**src/rtl/jk_mod_counter.sv**
```systemverilog
// Synchronous modulo-N up/down counter built from per-bit JK cells.
// This block owns the J/K excitation, the RUN/HALT one-shot FSM, tc and the wrap pulse.
module jk_mod_counter #(
  parameter int WIDTH   = 4,
  parameter int MODULUS = 10
) (
  input  logic             clk,
  input  logic             reset,
  input  logic             en,
  input  logic             up,
  input  logic             load,
  input  logic [WIDTH-1:0] load_val,
  input  logic             oneshot,
  output logic [WIDTH-1:0] count,
  output logic             tc,
  output logic             wrap,
  output logic             done
);

  localparam logic [WIDTH-1:0] MAX     = WIDTH'(MODULUS - 1);
  localparam logic [WIDTH:0]   MOD_EXT = (WIDTH + 1)'(MODULUS);

  typedef enum logic {RUN, HALT} state_e;

  state_e           state_q, state_d;
  logic [WIDTH-1:0] count_q;
  logic [WIDTH-1:0] j, k;
  logic [WIDTH-1:0] toggle;
  logic [WIDTH-1:0] load_clamped;
  logic             carry;
  logic             at_term;
  logic             step;
  logic             wrap_q, wrap_d;

  always_comb begin
    load_clamped = ({1'b0, load_val} >= MOD_EXT) ? MAX : load_val;
    at_term      = up ? (count_q == MAX) : (count_q == '0);
    step         = en & (state_q == RUN);

    // Binary up/down carry chain; at the boundary, toggle exactly the bits
    // that differ from the wrap target (0 going up, MAX going down).
    carry  = 1'b1;
    toggle = '0;
    for (int unsigned i = 0; i < WIDTH; i++) begin
      toggle[i] = carry;
      carry     = carry & (up ? count_q[i] : ~count_q[i]);
    end
    if (at_term) begin
      toggle = up ? count_q : (count_q ^ MAX);
    end

    j = '0;
    k = '0;
    if (load) begin
      j = load_clamped;
      k = ~load_clamped;
    end else if (step) begin
      j = toggle;
      k = toggle;
    end

    wrap_d = ~load & step & at_term;

    state_d = state_q;
    if (load) begin
      state_d = RUN;
    end else begin
      case (state_q)
        RUN:     if (step && at_term && oneshot) state_d = HALT;
        HALT:    if (!oneshot) state_d = RUN;
        default: state_d = RUN;
      endcase
    end
  end

  // JK storage cells
  always_ff @(posedge clk) begin
    for (int unsigned b = 0; b < WIDTH; b++) begin
      if (reset) begin
        count_q[b] <= 1'b0;
      end else begin
        case ({j[b], k[b]})
          2'b10:   count_q[b] <= 1'b1;
          2'b01:   count_q[b] <= 1'b0;
          2'b11:   count_q[b] <= ~count_q[b];
          default: count_q[b] <= count_q[b];
        endcase
      end
    end
  end

  always_ff @(posedge clk) begin
    if (reset) begin
      state_q <= RUN;
      wrap_q  <= 1'b0;
    end else begin
      state_q <= state_d;
      wrap_q  <= wrap_d;
    end
  end

  assign count = count_q;
  assign wrap  = wrap_q;
  assign done  = (state_q == HALT);
  assign tc    = en & at_term & (state_q == RUN);

endmodule

```
**config.mk**
```make
export PLATFORM = sky130hd
export DESIGN_NAME = jk_mod_counter
export DESIGN_NICKNAME = d
export VERILOG_FILES = /design/src/rtl/jk_mod_counter.sv
export SDC_FILE = /design/constraint.sdc
export NUM_CORES = 1
export LEC_CHECK = 0
export CAP_MARGIN = 20
export CORE_AREA = 2 2 39 41
export DETAILED_ROUTE_END_ITERATION = 7
export DIE_AREA = 0 0 41 43
export SYNTH_ARGS = -nofsm -noshare
export SYNTH_HDL_FRONTEND = slang
export SYNTH_SLANG_ARGS = --single-unit
export TNS_END_PERCENT = 30
```
**constraint.sdc**
```tcl
create_clock -name clk -period 3.3 [get_ports clk]
set_clock_uncertainty 0.1 [all_clocks]
set_input_delay 0.66 -clock clk [delete_from_list [all_inputs] [get_ports clk]]
set_output_delay 0.66 -clock clk [all_outputs]
set_load 0.1 [all_outputs]
```
==> summary.md, run 1 <==
| Metric | Value |
|---|---|
| Worst hold slack | `0.443 ns` |
| Row cnt | `14` |
| Clock Root Buffer | `clkbuf_4` |
| Placed cell areas | `approximately 570 um^2` |
| Setup TNS | `0 ns` |
| Critical path required time | `about 2.5 ns` |
| Post-synthesis sequential area ratio | `around 30%` |
| H-tree depth | `1` |
| Reg2reg end | `done` |
| Tcrit/Tclk final | `between 90% and 100%` |
| DRC errors left | `0` |
| Fin. Hold Viols | `0` |
| GRT Residual Overflow | `0` |
| Setup bufs post-CTS | `0` |
| Diodes inserted | `0` |
| Starting DRT DRC Count | `12` |
| HP Class | `flip-flop to flip-flop` |
| Clock sinks | `6` |
| Number of enable flip-flop cells after synthesis | `0` |
| Multi-input logic area | `roughly 270 um^2` |
| Max-Cap Viols | `0` |
| Post-CTS Hold Fix Bufs | `0` |
| CTS max path bufs | `2` |
| Final core occ | `a little over two fifths` |
| Gr usage total | `around an eighth` |
| Yosys reg bits | `6` |
| CTS tree | `yes` |
| Die Span X | `approximately 41 um` |
| Nets | `76` |
| Synthesized cell area | `408 um^2` |
| Vias in the first global route | `360` |
| Net Count, Synth | `between 50 and 60` |
| CTS Buf Count | `3` |
| First-pass GRT wire length | `approximately 1600 um` |
| Crit. End Element | `primary output` |
| Dominant synthesized flop cell | `dfxtp_1` |
| FF-to-FF setup slack | `~1.6 ns` |
| Worst-margin pin slew | `about 0.42 ns` |
| Top Ports | `17` |
| Critical path type | `input pin to primary output` |
| # resized after CTS | `0` |
| Buffers on Ports | `16` |
| Layout cell share with drive strength beyond 1 | `26.6%` |
| Mapped Cells | `47` |
| Drt first pass iters | `4` |
| Die area | `0.00176 mm^2` |
| Worst Setup SP | `up` |
| Layout area overhead | `45.4%` |
| Worst-path clk slew | `around 0.040 ns` |
| Critical Path AT | `2.24 ns` |
| Slew headroom | `a little under three quarters` |
| Via-to-Cell Ratio | `between 5 and 6` |
| Avg WL per Cell | `between 10 and 15 um` |
| Worst reg2reg path depth | `4` |
| Core area | `approximately 0.0014 mm^2` |
| # fillers | `approximately 140` |
| RSZ-0062 raised after global routing | `false` |
| Routability cong. | `0.699` |
| Synthesis Warnings | `0` |
| Synth cell types | `27` |
| Design Area, Final | `roughly 590 um^2` |
| DP Wirelength | `between 600 and 700 um` |
| CP Launch Type | `input pin` |
| Status | `complete, no violations` |
| Die Span Y | `43 um` |
| Worst Setup EP | `tc` |
| DR vias | `between 400 and 500` |
| Static leakage | `~0.21 nW` |
| Starting Density | `between 20 and 30%` |
| Setup violations, final | `0` |
| Slew Viols, Final | `0` |
| Asr flop ratio synth | `0%` |
| WL final | `about 930 um` |
| Final Critical Period | `3.00 ns` |
| Maximum clock rate | `~330 MHz` |
| Initial antenna violation count | `0` |
| Sequential cell area | `about 120 um^2` |
| RR Startpoint | `count[0]` |
| Worst-Skew Late Latency | `~0.25 ns` |
| Crit-path max FO | `7` |
| Power per Cell Area | `just over 400 mW/mm^2` |
| Peak supply drop | `approximately 0.21 mV` |
| Syn_area_per_cell | `slightly below 9 um^2` |
| DRT antenna net count | `0` |
| Pin count of the biggest net entering global routing | `12` |
state kept, by name (all words and copies together) (netlist names):
register and flops:
count 4, wrap 1, done 1
cells in the mapped netlist (2+ instances only):
cell type	number	area, um^2
nor2_1	3	11.3
a21oi_1	4	20.0
or4_1	2	15.0
nand2_1	2	7.51
nor3_1	2	10.0
xnor2_1	2	17.5
dfxtp_1	6	120
nor2b_1	2	12.5
nand3b_1	3	22.5
o21ai_0	3	15.0
nand2b_1	2	12.5
worst max-delay path, stage by stage:
cell             delay [ns]
clkdlybuf4s50_1        0.53
or3_4                  0.38
a2111oi_4              0.44
buf_12                 0.23
cell type report:
| type | count | area share, % |
|---|---|---|
| tap | 16 | 3.38 |
| clock buffer | 3 | 3.80 |
| inverter | 1 | 0.633 |
| sequential | 6 | 20.7 |
| timing repair buffer | 16 | 26.2 |
| multi-input combinational | 38 | 45.4 |
report_power, final:
part	switching [mW]	internal, mW	total, mW	leakage (nW)
Combinational	0.0563	0.0326	0.0889	0.145
Sequential	0.00945	0.0775	0.0870	0.0498
Clock	0.0267	0.0411	0.0678	0.0138
Total	0.0925	0.151	0.244	0.209
kinds of logic (layout without fill, tap and decap cells):
family / after synthesis / in the layout / synth area share, %
AO/OA/AOI/OAI: 11 / 11 / 21.2
XOR/XNOR: 3 / 3 / 6.44
buffers and inverters: 3 / 20 / 4.60
flip-flops: 6 / 6 / 29.4
AND/OR/NAND/NOR: 24 / 24 / 38.3
layout by cell type, fill, tap and decap left out, drive strengths merged, types with 2 or more instances in the layout:
cell type and count:
nor2 4, nor3 2, clkdlybuf4s50 9, nand3b 3, a21oi 4, o21ai 3, or4 2, clkbuf 3
nand2b 2, buf 7, nor2b 2, nand2 2, xnor2 2, dfxtp 6
how the worst min path moves through the flow:
stage	start	end	cells after the start
finish	done	done	2
global route	done	done	2
CTS	done	done	2
detailed placement	done	done	2
global placement	done	done	2
floorplan	reset	count[0]	1
layer usage:
| layer | global-route usage, % | wire [um] | vias to the layer above |
|---|---|---|---|
| met3 | 3.14 | 57 | 3 |
| met2 | 15.9 | 431 | 15 |
| met4 | 10.0 | 19 | 0 |
| met1 | 19.6 | 422 | 179 |
| li1 | - | - | 214 |
| met5 | 0 | 0 | - |
metrics by stage:
step	worst slack, ns	std cells	total power, mW
floorplan	0.239	47	0.152
global placement	0.352	77	0.178
detailed placement	0.304	77	0.177
CTS	0.299	80	0.247
global route	0.227	80	0.261
finish	0.297	80	0.244
(Power assumes the default switching activity.)
==> inputs of run 2 (changes only) <==
- clock period: 3.3 -> 2.45 ns (I/O delays scaled with it)
==> run 2 against run 1 <==
Against the previous run:
- worst setup slack got worse by 0.21 ns
- sequential share of layout area decreased by 0.64 points
- critical path depth unchanged
- largest cell class unchanged
- largest power group unchanged
==> summary.md, run 2 (synthesis gave the netlist of run 1 again) <==
| Metric | Value |
|---|---|
| Status | `complete, no violations` |
| H-tree depth | `1` |
| Multi-input logic area | `approximately 270 um^2` |
| WL final | `roughly 1100 um` |
| CTS Buf Count | `3` |
| Via-to-Cell Ratio | `between 5 and 6` |
| Avg WL per Cell | `12.3 um` |
| Sequential cell area | `129 um^2` |
| DR vias | `around 430` |
| Buffers on Ports | `16` |
| Core area | `about 0.0014 mm^2` |
| Slew headroom | `76.7%` |
| Critical Path AT | `roughly 1.8 ns` |
| Worst hold slack | `about 0.43 ns` |
| Layout area overhead | `57.7%` |
| Peak supply drop | `about 0.25 mV` |
| Starting DRT DRC Count | `9` |
| Pin count of the biggest net entering global routing | `11` |
| Die Span X | `slightly above 40 um` |
| Largest register FFs | `4` |
| Crit-path max FO | `2` |
| Worst-path clk slew | `approximately 0.05 ns` |
| Max-Cap Viols | `0` |
| Worst-path cell chain | `dlygate4sd2_1 -> or3_4 -> a2111oi_4 -> buf_12` |
| Gr usage total | `between 10 and 15%` |
| Initial antenna violation count | `0` |
| Worst-Skew Late Latency | `between 0.2 and 0.3 ns` |
| Setup violations, final | `0` |
| Crit-path slowest cell | `a2111oi_4` |
| CTS max path bufs | `2` |
| First-pass GRT wire length | `1610 um` |
| Clock Root Buffer | `clkbuf_4` |
| Setup TNS | `0 ns` |
| CTS tree | `yes` |
| Starting Density | `between 20 and 30%` |
| Commonest non-fill, non-tap cell in the layout | `buf_4` |
| Drt first pass iters | `4` |
| Nets | `slightly above 80` |
| Slew Viols, Final | `0` |
| Diodes inserted | `0` |
| GRT Residual Overflow | `0` |
| Critical path type | `input pin to primary output` |
| Critical path required time | `approximately 1.9 ns` |
| Largest stage delay on the critical path | `around 0.43 ns` |
| RSZ-0062 raised after global routing | `false` |
| CP Launch Type | `input pin` |
| Tcrit/Tclk final | `a little over nine tenths` |
| Power per Cell Area | `roughly 540 mW/mm^2` |
| Row cnt | `14` |
| Post-CTS Hold Fix Bufs | `0` |
| Worst-margin pin slew | `around 0.35 ns` |
| Top delay family on crit path | `buffers and inverters` |
| HP Class | `flip-flop to flip-flop` |
| Static leakage | `between 0.2 and 0.25 nW` |
| DRT antenna net count | `0` |
| Most frequent cells in the layout | `buf_4, clkdlybuf4s50_1, a21oi_1` |
| # fillers | `132` |
| DP Wirelength | `slightly below 800 um` |
| Crit path buffers/inverters | `2` |
| DRC errors left | `0` |
| Top Ports | `17` |
| Crit. End Element | `primary output` |
| Placed cell areas | `614 um^2` |
| Die area | `around 0.0018 mm^2` |
| Design Area, Final | `about 640 um^2` |
| Clock sinks | `6` |
| Fin. Hold Viols | `0` |
| Routability cong. | `approximately 0.76` |
| Maximum clock rate | `roughly 420 MHz` |
| Final Critical Period | `around 2.4 ns` |
| Layout cell share with drive strength beyond 1 | `34.3%` |
| Die Span Y | `around 43 um` |
| Vias in the first global route | `350` |
==> run 2: cell types whose count changed in the layout (fill, tap and decap cells not counted), sizes merged <==
cell	previous run	this run
dlygate4sd2	0	1
clkdlybuf4s50	9	8
buf	7	13
==> run 2: area by class of cell <==
cell class / count / area share [%]
tap: 16 / 3.11
timing repair buffer: 22 / 30.9
inverter: 1 / 0.584
multi-input combinational: 38 / 41.8
clock buffer: 3 / 3.50
sequential: 6 / 20.0
==> run 2: path summary, 6_finish.rpt <==
kind              cells past startpoint  startpoint  endpoint  slack [ns]
setup / recovery                      4          up        tc        0.09
hold / removal                        2        done      done        0.43
setup reg to reg                      6    count[3]      done        0.57
hold reg to reg                       2        done      done        0.43
==> run 2: routing by layer <==
layer / up-vias / global-route usage [%] / share of wire (%)
met5: - / 0 / 0
met4: 0 / 10.0 / 1.4
met3: 2 / 4.71 / 4.5
met2: 16 / 17.8 / 48
met1: 192 / 20.3 / 46
li1: 224 / - / -
==> run 2: repair_timing <==
action	CTS	global route
endpoints found under the setup margin	1	0
hold endpoints to repair	0	0
buffers inserted	1	0
gates resized for setup	1	0
==> run 2: power breakdown <==
part           internal, mW  leakage, nW  switching [mW]
Combinational        0.0501        0.176          0.0785
Clock                0.0560       0.0138          0.0440
Sequential            0.104       0.0509          0.0128
==> run 2: worst register-to-register path, delay by kind of cell (launching register included) <==
kind | cells | cell delay (ns)
compound gates | 1 | 0.43
buf+inv | 2 | 0.27
flops | 1 | 0.36
simple gates | 3 | 0.63
==> run 2: stage by stage <==
step	worst slack (ns)	power [mW]	std cells	utilization, %
final	0.0890	0.345	86	46.5
after global routing	0.0306	0.366	86	46.5
after CTS	0.0713	0.350	86	46.5
after detailed placement	-0.0899	0.246	82	44.4
after global placement	-0.0684	0.246	82	44.4
after floorplan	-0.300	0.204	47	-
==> inputs of run 3 (changes only) <==
- PLACE_DENSITY: unset -> 0.73
==> run 3 against run 2 <==
Against the previous run:
- hold slack better by 0.0059 ns
- routed wire length is 7.7% higher
- worst setup slack worse by 0.0043 ns
- utilization stayed put
- combinational power hardly changed
- first-iteration DRC count is 56% higher
- register-to-register slack hardly changed
- count of clock-buffer cells in the layout stayed put
- clock power hardly changed
- final area stayed put
- critical path type unchanged
- largest cell class unchanged
==> summary.md, run 3 (synthesis gave the netlist of run 1 again) <==
| Metric | Value |
|---|---|
| Crit. End Element | `primary output` |
| Slew Viols, Final | `0` |
| Tcrit/Tclk final | `96.5%` |
| Peak supply drop | `around 0.19 mV` |
| Final Critical Period | `around 2.4 ns` |
| FF-to-FF setup slack | `0.56 ns` |
| Power per Cell Area | `533 mW/mm^2` |
| Routability cong. | `approximately 0.74` |
| Most frequent cells in the layout | `buf_4, clkdlybuf4s50_1, a21oi_1` |
| Layout cell share with drive strength beyond 1 | `~34%` |
| Die Span Y | `between 40 and 50 um` |
| Post-CTS Hold Fix Bufs | `0` |
| Hold path endpoint | `done` |
| Vias in the first global route | `approximately 430` |
| Worst reg2reg path depth | `6` |
| Starting DRT DRC Count | `14` |
| Reg2reg end | `done` |
| Layout area overhead | `57.7%` |
| Met2 Wirelength | `~550 um` |
| Worst-Skew Late Latency | `about 0.25 ns` |
| CTS tree | `yes` |
| Design Area, Final | `between 600 and 700 um^2` |
| Critical path required time | `~1.9 ns` |
| Drt first pass iters | `4` |
| H-tree depth | `1` |
| DR vias | `around 460` |
| Top Ports | `17` |
| Fin. Hold Viols | `0` |
| GRT Residual Overflow | `0` |
| RR Startpoint | `count[3]` |
| Avg WL per Cell | `~13 um` |
| Slew headroom | `between 70 and 80%` |
| Setup TNS | `0 ns` |
| WL final | `about 1100 um` |
| Starting Density | `a little under 30%` |
| Diodes inserted | `0` |
| Clock Root Buffer | `clkbuf_4` |
| Nets | `~80` |
| Critical path type | `input pin to primary output` |
| DRT antenna net count | `0` |
| CTS Buf Count | `3` |
| Die area | `around 0.0018 mm^2` |
| Clock sinks | `6` |
| Metal-1 WL | `slightly below 500 um` |
| Worst-path clk slew | `0.04 ns` |
| Crit-path max FO | `2` |
| Via-to-Cell Ratio | `approximately 5.4` |
| Finished Layout Cells | `86` |
| DRC errors left | `0` |
| DP Wirelength | `between 800 and 900 um` |
| Buffers on Ports | `16` |
| Routed wl met3 | `~51 um` |
| Placed instance count | `82` |
| WHS Path Cells | `2` |
| CTS max path bufs | `2` |
| Worst-margin pin slew | `0.357 ns` |
| Setup violations, final | `0` |
| Max layer used | `met4` |
| Max-Cap Viols | `0` |
| Critical Path AT | `between 1.5 and 2 ns` |
| Final Total Pwr | `approximately 0.34 mW` |
| Status | `complete, no violations` |
| First-pass GRT wire length | `~1900 um` |
| Largest register FFs | `4` |
| HP Start | `done` |
| Row cnt | `14` |
| Pin count of the biggest net entering global routing | `11` |
| Static leakage | `between 0.2 and 0.25 nW` |
| Initial antenna violation count | `0` |
| CP Launch Type | `input pin` |
| Core area | `about 0.0014 mm^2` |
| Worst hold slack | `roughly 0.44 ns` |
| Commonest non-fill, non-tap cell in the layout | `buf_4` |
| Placed cell areas | `between 600 and 700 um^2` |
| Die Span X | `a little over 40 um` |
| Gr usage total | `between 10% and 20%` |
| HP Class | `flip-flop to flip-flop` |
| Maximum clock rate | `approximately 420 MHz` |
| RSZ-0062 raised after global routing | `false` |
[run 3: cell counts in the layout (fill, tap and decap cells not counted)]
No cell type changed its count.
[run 3: layout make-up]
class | instances | area [um^2]
inverters | 1 | 3.75
flip-flops and latches | 6 | 129
repair buffers | 22 | 199
clock buffers | 3 | 22.5
multi-input cells | 38 | 269
well taps | 16 | 20.0
fillers | 135 | 741
[run 3: per-stage QoR]
step,worst slack (ns),utilization [%]
after floorplan,-0.300,-
after global placement,-0.0656,44.4
after detailed placement,-0.0746,44.4
after CTS,0.0843,46.5
after global routing,0.0440,46.5
final,0.0846,46.5
[run 3: routing by layer]
metal,global-route usage (%),up-vias
met5,0,-
met4,12.0,0
met3,3.14,5
met2,22.5,14
met1,21.7,215
li1,-,227
[run 3: worst max path at each step]
stage                        start  to  slack [ns]  depth (start not counted)
final                           up  tc        0.08                          4
after global routing            up  tc        0.04                          4
after CTS                       up  tc        0.08                          4
after detailed placement        up  tc       -0.07                          4
after global placement          up  tc       -0.07                          4
after floorplan           count[0]  tc       -0.30                          3
[run 3: power by group]
part	switching, mW	leakage (nW)	total, mW	internal (mW)
clock network	0.0409	0.0138	0.0967	0.0558
registers	0.0131	0.0509	0.117	0.104
logic	0.0790	0.176	0.129	0.0502
[run 3: critical path, cell delays in order]
cell and delay (ns):
dlygate4sd2_1 0.24, or3_4 0.37, a2111oi_4 0.44, buf_12 0.22
[run 3: timing repair]
action | 4_1_cts | 5_1_grt
resized for setup | 1 | 0
buffers inserted | 1 | 0
endpoints found under the setup margin | 1 | 0
